File: src/rtl/fxp_pkg.sv
// Shared fixed-point definitions for the arithmetic unit (multiplier, divider).
// Operand format defaults, sequencer state encoding and the saturation value.
package fxp_pkg;

    localparam int DEF_WIDTH = 10;
    localparam int DEF_FRAC  = 4;

    typedef enum logic [1:0] {
        IDLE = 2'd0,
        CALC = 2'd1,
        DONE = 2'd2
    } fxp_state_t;

    localparam logic [DEF_WIDTH-1:0] SAT_ALL_ONES = {DEF_WIDTH{1'b1}};

endpackage

File: src/rtl/mul_datapath.sv
// Shift-and-add datapath: multiplicand/multiplier shift registers and accumulator.
// Exposes the saturated result of the accumulator value being written this cycle.
module mul_datapath
    import fxp_pkg::*;
#(
    parameter int WIDTH = DEF_WIDTH,
    parameter int FRAC  = DEF_FRAC
) (
    input  logic             clk,
    input  logic             sclr,
    input  logic             load,
    input  logic             step,
    input  logic [WIDTH-1:0] a_in,
    input  logic [WIDTH-1:0] b_in,
    output logic [WIDTH-1:0] q_next,
    output logic             ovf_next
);

    localparam int PW = 2 * WIDTH;

    logic [PW-1:0]    mcand;
    logic [PW-1:0]    acc;
    logic [PW-1:0]    acc_nxt;
    logic [WIDTH-1:0] mplier;

    // Operand capture on load, one multiplier bit consumed per step
    always_ff @(posedge clk) begin
        if (sclr) begin
            mcand  <= {PW{1'b0}};
            acc    <= {PW{1'b0}};
            mplier <= {WIDTH{1'b0}};
        end else if (load) begin
            mcand  <= {{WIDTH{1'b0}}, a_in};
            acc    <= {PW{1'b0}};
            mplier <= b_in;
        end else if (step) begin
            acc    <= acc_nxt;
            mcand  <= mcand << 1;
            mplier <= mplier >> 1;
        end else begin
            mcand  <= mcand;
            acc    <= acc;
            mplier <= mplier;
        end
    end

    // Conditional add, then overflow detection and truncating slice of the product
    always_comb begin
        acc_nxt  = acc;
        ovf_next = 1'b0;
        q_next   = {WIDTH{1'b0}};
        if (mplier[0]) begin
            acc_nxt = acc + mcand;
        end else begin
            acc_nxt = acc;
        end
        ovf_next = |acc_nxt[PW-1:WIDTH+FRAC];
        if (ovf_next) begin
            q_next = {WIDTH{1'b1}};
        end else begin
            q_next = acc_nxt[WIDTH+FRAC-1:FRAC];
        end
    end

endmodule

File: src/rtl/multiplier.sv
// Sequential unsigned Q(WIDTH-FRAC).FRAC multiplier with start/busy/valid handshake.
// Holds the sequencer FSM and iteration counter; arithmetic lives in mul_datapath.
module multiplier
    import fxp_pkg::*;
#(
    parameter int WIDTH = DEF_WIDTH,
    parameter int FRAC  = DEF_FRAC
) (
    input  logic             clk,
    input  logic             sclr,
    input  logic [WIDTH-1:0] a_in,
    input  logic [WIDTH-1:0] b_in,
    input  logic             start,
    output logic [WIDTH-1:0] q_out,
    output logic             ovf,
    output logic             busy,
    output logic             valid
);

    localparam int CNT_W = $clog2(WIDTH);

    fxp_state_t       state;
    logic [CNT_W-1:0] cnt;
    logic             load;
    logic             step;
    logic             last;
    logic [WIDTH-1:0] q_next;
    logic             ovf_next;

    // Datapath controls decoded from the current state
    always_comb begin
        load = 1'b0;
        step = 1'b0;
        last = 1'b0;
        if (state == CALC) begin
            step = 1'b1;
            last = (cnt == CNT_W'(WIDTH - 1));
        end else begin
            load = start;
        end
    end

    mul_datapath #(
        .WIDTH (WIDTH),
        .FRAC  (FRAC)
    ) u_datapath (
        .clk      (clk),
        .sclr     (sclr),
        .load     (load),
        .step     (step),
        .a_in     (a_in),
        .b_in     (b_in),
        .q_next   (q_next),
        .ovf_next (ovf_next)
    );

    // Sequencer FSM; results are registered on the final step so valid coincides with DONE
    always_ff @(posedge clk) begin
        if (sclr) begin
            state <= IDLE;
            cnt   <= {CNT_W{1'b0}};
            q_out <= {WIDTH{1'b0}};
            ovf   <= 1'b0;
            busy  <= 1'b0;
            valid <= 1'b0;
        end else begin
            case (state)
                IDLE, DONE: begin
                    valid <= 1'b0;
                    cnt   <= {CNT_W{1'b0}};
                    if (start) begin
                        state <= CALC;
                        busy  <= 1'b1;
                    end else begin
                        state <= IDLE;
                        busy  <= 1'b0;
                    end
                end
                CALC: begin
                    cnt <= cnt + CNT_W'(1);
                    if (last) begin
                        state <= DONE;
                        busy  <= 1'b0;
                        valid <= 1'b1;
                        q_out <= q_next;
                        ovf   <= ovf_next;
                    end else begin
                        state <= CALC;
                        busy  <= 1'b1;
                        valid <= 1'b0;
                    end
                end
                default: begin
                    state <= IDLE;
                    cnt   <= {CNT_W{1'b0}};
                    busy  <= 1'b0;
                    valid <= 1'b0;
                end
            endcase
        end
    end

endmodule

File: config.mk
export PLATFORM = sky130hd
export DESIGN_NAME = multiplier
export DESIGN_NICKNAME = d
export VERILOG_FILES = /design/src/rtl/fxp_pkg.sv /design/src/rtl/mul_datapath.sv /design/src/rtl/multiplier.sv
export SDC_FILE = /design/constraint.sdc
export NUM_CORES = 1
export LEC_CHECK = 0
export CORE_ASPECT_RATIO = 1.2
export CORE_MARGIN = 1
export CORE_UTILIZATION = 50
export DETAILED_ROUTE_END_ITERATION = 6
export PLACE_DENSITY = 0.76
export REMOVE_ABC_BUFFERS = 1
export SLEW_MARGIN = 20
export SYNTH_ARGS = -nofsm -noshare
export SYNTH_HDL_FRONTEND = slang
export SYNTH_SLANG_ARGS = --single-unit
File: constraint.sdc
create_clock -name clk -period 3.7 [get_ports clk]
set_clock_uncertainty 0.1 [all_clocks]
set_input_delay 0.555 -clock clk [delete_from_list [all_inputs] [get_ports clk]]
set_output_delay 0.555 -clock clk [all_outputs]
set_load 0.02 [all_outputs]
-- Word level (Yosys, flattened, before mapping)
Index checks and enable logic that the tools add are counted.
- logic and storage cells: 41
- register bits: 69
- output and inout bits: 13
- multiplexer cells: 16
- equality and inequality tests: 3
- $add $sub $neg: 2
- bitwise gates (word level): 1
- reduce and logical (&&, ||, !) cells: 8
- operators by type and width (operator ; number):
    10-bit 2-to-1 mux ; 5
    20-bit adder ; 1
    20-bit 2-to-1 mux ; 1
    1-bit 2-to-1 mux ; 7
    2-bit OR reduction ; 3
    6-bit OR reduction ; 1
    4-bit by 1-bit adder with 4-bit output (second input constant) ; 1
    4-bit equality test (second input constant) ; 1
    2-bit one-hot mux with 2 select lines ; 1
    2-bit AND reduction ; 2
    2-bit by 1-bit equality test with 1-bit output (second input constant) ; 1
    2-bit equality test (second input constant) ; 1
    2-bit zero test ; 1
    2-bit 2-to-1 mux ; 1
    1-bit one-hot mux with 2 select lines ; 1
    2-bit nonzero test ; 1
    1-bit NOT ; 1

-- Logic depth before layout (Yosys ltp)
Gate-level depths: netlist of run 1.
- depth after elaboration: 4
- depth in mapped cells: 12
- depth with buffers taken out: 11

-- Hierarchy
A second synthesis of run 1 with hierarchy kept.
- cells, all modules: 472
- area total of the unflattened synthesis: 3916.3 um2
- by module, submodules not included (module ; area an instance (um2) ; sequential area each (um2) ; times used ; cells each):
    mul_datapath ; 3143.0 ; 1001.0 ; 1 ; 398
    multiplier ; 773.2 ; 360.3 ; 1 ; 74

-- Worst setup path after synthesis of run 1
Ideal clock, no wire load.
- kind: reg-to-reg
- start: reg u_datapath.mcand[0]
- end: reg q_out[0]
- clock period less this slack: 2.881 ns
- cell stages (with the launch flop): 13
- slack: 0.819 ns
- data arrival time: 2.660 ns
- path buffers: 1
- cells stage by stage: dfxtp_1 ha_1 inv_1 fa_1 and2b_1 o21bai_4 a2111oi_4 nor3_1 xor2_1 a41oi_1 a2111oi_4 buf_6 a21oi_2
- longest elaborated chain between the ends: 4
- RTL lines (what ; line ; text):
    from (decl) ; mul_datapath.sv:21 ; logic [PW-1:0] mcand;
    from (signal assigned) ; mul_datapath.sv:29 ; mcand <= {PW{1'b0}};
    from (signal assigned) ; mul_datapath.sv:33 ; mcand <= {{WIDTH{1'b0}}, a_in};
    from (signal assigned) ; mul_datapath.sv:38 ; mcand <= mcand << 1;
    20-bit adder * ; mul_datapath.sv:53 ; acc_nxt = acc + mcand;
    20-bit 2-to-1 mux * ; mul_datapath.sv:52 ; if (mplier[0]) begin
    6-bit OR reduction ; mul_datapath.sv:57 ; ovf_next = |acc_nxt[PW-1:WIDTH+FRAC];
    10-bit 2-to-1 mux * ; mul_datapath.sv:58 ; if (ovf_next) begin
    to (signal assigned) ; multiplier.sv:62 ; q_out <= {WIDTH{1'b0}};
    to (signal assigned) ; multiplier.sv:85 ; q_out <= q_next;
    to (decl) ; multiplier.sv:14 ; output logic [WIDTH-1:0] q_out,
Every way passes the cells marked *; elsewhere a longest branch is shown, timed or not.
A chain may end at the register's enable or synchronous reset.

-- Worst setup path after layout of run 1
- start: reg u_datapath.mcand[0]
- end: reg q_out[8]
Same word-level chain as after synthesis.

==> results of run 1 <==
cells by family (layout without fill, tap and decap cells):
group | Yosys count | count (layout)
buffers and inverters | 33 | 66
XOR/XNOR | 18 | 18
adder cells (fa/ha/maj) | 22 | 22
multiplexers | 30 | 30
AO/OA/AOI/OAI | 125 | 125
flip-flops | 68 | 68
AND/OR/NAND/NOR | 149 | 149
worst max path at each step:
stage                                startpoint                     to  depth (start not counted)
6_report       u_datapath.mcand[0]$_SDFFE_PP0P_  q_out[8]$_SDFFE_PP0P_                         12
5_1_grt        u_datapath.mcand[0]$_SDFFE_PP0P_  q_out[8]$_SDFFE_PP0P_                         12
4_1_cts        u_datapath.mcand[0]$_SDFFE_PP0P_  q_out[8]$_SDFFE_PP0P_                         12
3_5_place_dp   u_datapath.mcand[0]$_SDFFE_PP0P_  q_out[8]$_SDFFE_PP0P_                         12
3_3_place_gp   u_datapath.mcand[0]$_SDFFE_PP0P_  q_out[8]$_SDFFE_PP0P_                         12
2_1_floorplan               state[0]$_SDFF_PP0_  q_out[8]$_SDFFE_PP0P_                          6
cell usage after synthesis, types with 2 or more instances:
cell       count
inv_1          8
and3_1         2
dfxtp_1       68
o21a_1         4
nand3_2        2
mux2i_1       30
a2111oi_4      2
a211oi_1      19
a211o_1        3
ha_1          21
nor3_1        14
nand2_1       65
xor2_1         6
o21ai_0       19
a21oi_1       52
nor2b_1        4
a21o_1         4
and2_1         4
nand3_1        5
clkbuf_1      22
xnor2_1       12
nand2b_1       3
nor2_1        39
a21oi_2       10
or3_1          2
nand3b_1       2
state kept, by name (all words and copies together) (netlist names):
| signal | count |
|---|---|
| u_datapath.mcand | 20 |
| ovf | 1 |
| q_out | 10 |
| u_datapath.mplier | 10 |
| state | 2 |
| valid | 1 |
| cnt | 4 |
| u_datapath.acc | 20 |
tightest hold or removal path, delay by kind of cell (launching register included):
kind             cells  cell delay [ns]
AO/OA/AOI/OAI        1             0.05
flip-flops           1             0.32
AND/OR/NAND/NOR      1             0.06
layout make-up:
class / instances / area (um2)
Clock buffer: 12 / 145
Clock inverter: 4 / 48.8
Fill cell: 662 / 2900
Inverter: 8 / 30.0
Multi-Input combinational cell: 344 / 2270
Sequential cell: 68 / 1360
Tap cell: 90 / 113
Timing Repair Buffer: 42 / 403
metal layers:
layer  global-route usage  part of all wire  up-vias
met3               0.0481             0.042        8
met1                0.284              0.44     1506
li1                     -                 -     1630
met4               0.0810             0.011        0
met5                    0                 0        -
met2                0.403              0.50       75
power by group through the flow:
stage          clock, mW  sequential (mW)  combinational, mW
2_1_floorplan          0            0.791              0.101
3_3_place_gp           0            0.788              0.171
3_5_place_dp           0            0.790              0.175
4_1_cts            0.623            0.773              0.177
5_1_grt            0.654            0.776              0.196
6_report           0.605            0.774              0.176
stage by stage:
stage | utilization | power, mW
after global placement | 0.574 | 0.959
after CTS | 0.601 | 1.57
after detailed placement | 0.574 | 0.965
after global routing | 0.601 | 1.63
after floorplan | - | 0.892
final | 0.601 | 1.56
==> flow_summary.ini, run 1 <==
[worst_setup_path]
path_cells = ha_1 -> inv_1 -> fa_1 -> and2b_1 -> o21bai_4 -> a2111oi_4 -> nor3_1 -> xor2_1 -> a41oi_1 -> a2111oi_4 -> buf_4 -> a21oi_1
r2r-end = q_out[8]$_SDFFE_PP0P_
cp_top_family = compound AO/OA/AOI/OAI gates
timing.critical_path.slowest_stage_cell = a2111oi_4
startpoint_type = flop
arrival_ns = 3.33
worst-setup-path-type = flop to flop
reg2reg_depth = 12
critical-path-max-stage-delay_ns = 0.47
crit_required_ns = 3.83
crit_fanout = 11
worst_setup_path_end_kind = flop
r2r_setup_slack_ns = 0.50
cp_common_cell = a2111oi_4
critical_path_buf_inv_count = 2
worstReg2RegStart = u_datapath.mcand[0]$_SDFFE_PP0P_

[sta]
min_period_over_period = 0.864
fmax_mhz = 313
min_period_ns = 3.20
worstMarginPinSlew_ns = 0.832
hold_violations = 0
setup_viol = 0
worst_slack_ns = 0.504
holdWs_ns = 0.377
slew_viol_final = 0
slew_headroom = 0.444
rsz0062_at_grt = no
setup_tns_ns = 0

[cts]
clk_pin_slew_worst_paths_ns = 0.07
cts_max_path_buffers = 2
clkLatencyLatePin_ns = 0.35
htree_levels = 3
cts_setup_buffers = 0
cts_root_buf = clkbuf_8
numCtsBuffers = 9
cts.sinks = 68
cts_tree = built
holdBufCountCts = 0
cts_resized = 0

[route]
vias_per_cell = 5.67
vias = 3219
drt_iter0_drc = 208
avgRoutedWirePerCell_um = 14.8
routed_wl_mm = 8.40
drc = 0
drtAntennaViolNets = 0
drtPass1Iterations = 4

[placement]
placed_cells = 552
gp_congestion = 1.00
hpwl_mm = 5.94
portBuffers = 35
place_area_um2 = 4180
place_ws_ns = 0.569

[cells_and_area]
instances_no_fill = 568
fin_nets = 518
layout_commonest_cell = dfxtp_1
layout_common_cells = dfxtp_1, nand2_1, a21oi_1
layout-drive-gt1-share = 0.0941
area_growth_pct = 16.2
final_area_um2 = 4370
diodes = 0

[synth]
synth.largest_area_cell = dfxtp_1
ys_seq_area_frac = 0.362
yosysUniqueCellTypes = 49
synthSimpleGateAreaFrac = 0.179
ys_top_cells_by_area = dfxtp_1, mux2i_1, ha_1
synthXorXnorAreaFrac = 0.0419
synth_mux_area_frac = 0.0798
ys_async_sr_fraction = 0
synth_top_area_share = 0.362
synthesis.area_um2 = 3760
synth_adder_area_share = 0.0752
ys_ff_latch = 68
synth_compound_area_frac = 0.227
ys.warnings.count = 0
synth_edf_count = 0
synth_top_family_by_area = compound AO/OA/AOI/OAI gates
syn_area_per_cell_um2 = 8.45
synthFlopType = dfxtp_1
synthCells = 445

[hold_path]
holdPathStages = 2
min_path_type = flop to flop
min_to = u_datapath.acc[3]$_SDFFE_PP0P_
hold_start = u_datapath.acc[3]$_SDFFE_PP0P_

[pwr]
ir_drop_v = 0.000178
p_leak_nw = 1.68
clock_power_share = 0.389
pwr_density_cell_nw_per_um2 = 356
netSwitchingFraction = 0.254
seq_power_share = 0.498
intPower_mw = 1.16
p_sw_mw = 0.395
p_comb_frac = 0.113

[floorplan]
io_pins = 36
core_area_um2 = 7270
rows = 34
dieWidth_um = 81.2
initial_core_util = 0.517
die-area_um2 = 7870
fp.dieH_um = 97.0

[global_routing]
antenna_found_initial = 0
grt-ovfl-total = 0
grt_usage = 0.235
grt_pass1_vias = 3073
grt_max_degree = 56
grt_pass1_wl_mm = 14.3

[outcome]
status = finished, final reports clean

[flow_run]
maxCapViolCount = 0
Power figures use the tool's default switching activity.
==> run 2: changes to the inputs <==
Settings changed: CTS_CLUSTER_DIAMETER set to 40.
==> results of run 2 <==
No change in the layout: final DEF, timing and power equal those of run 1.
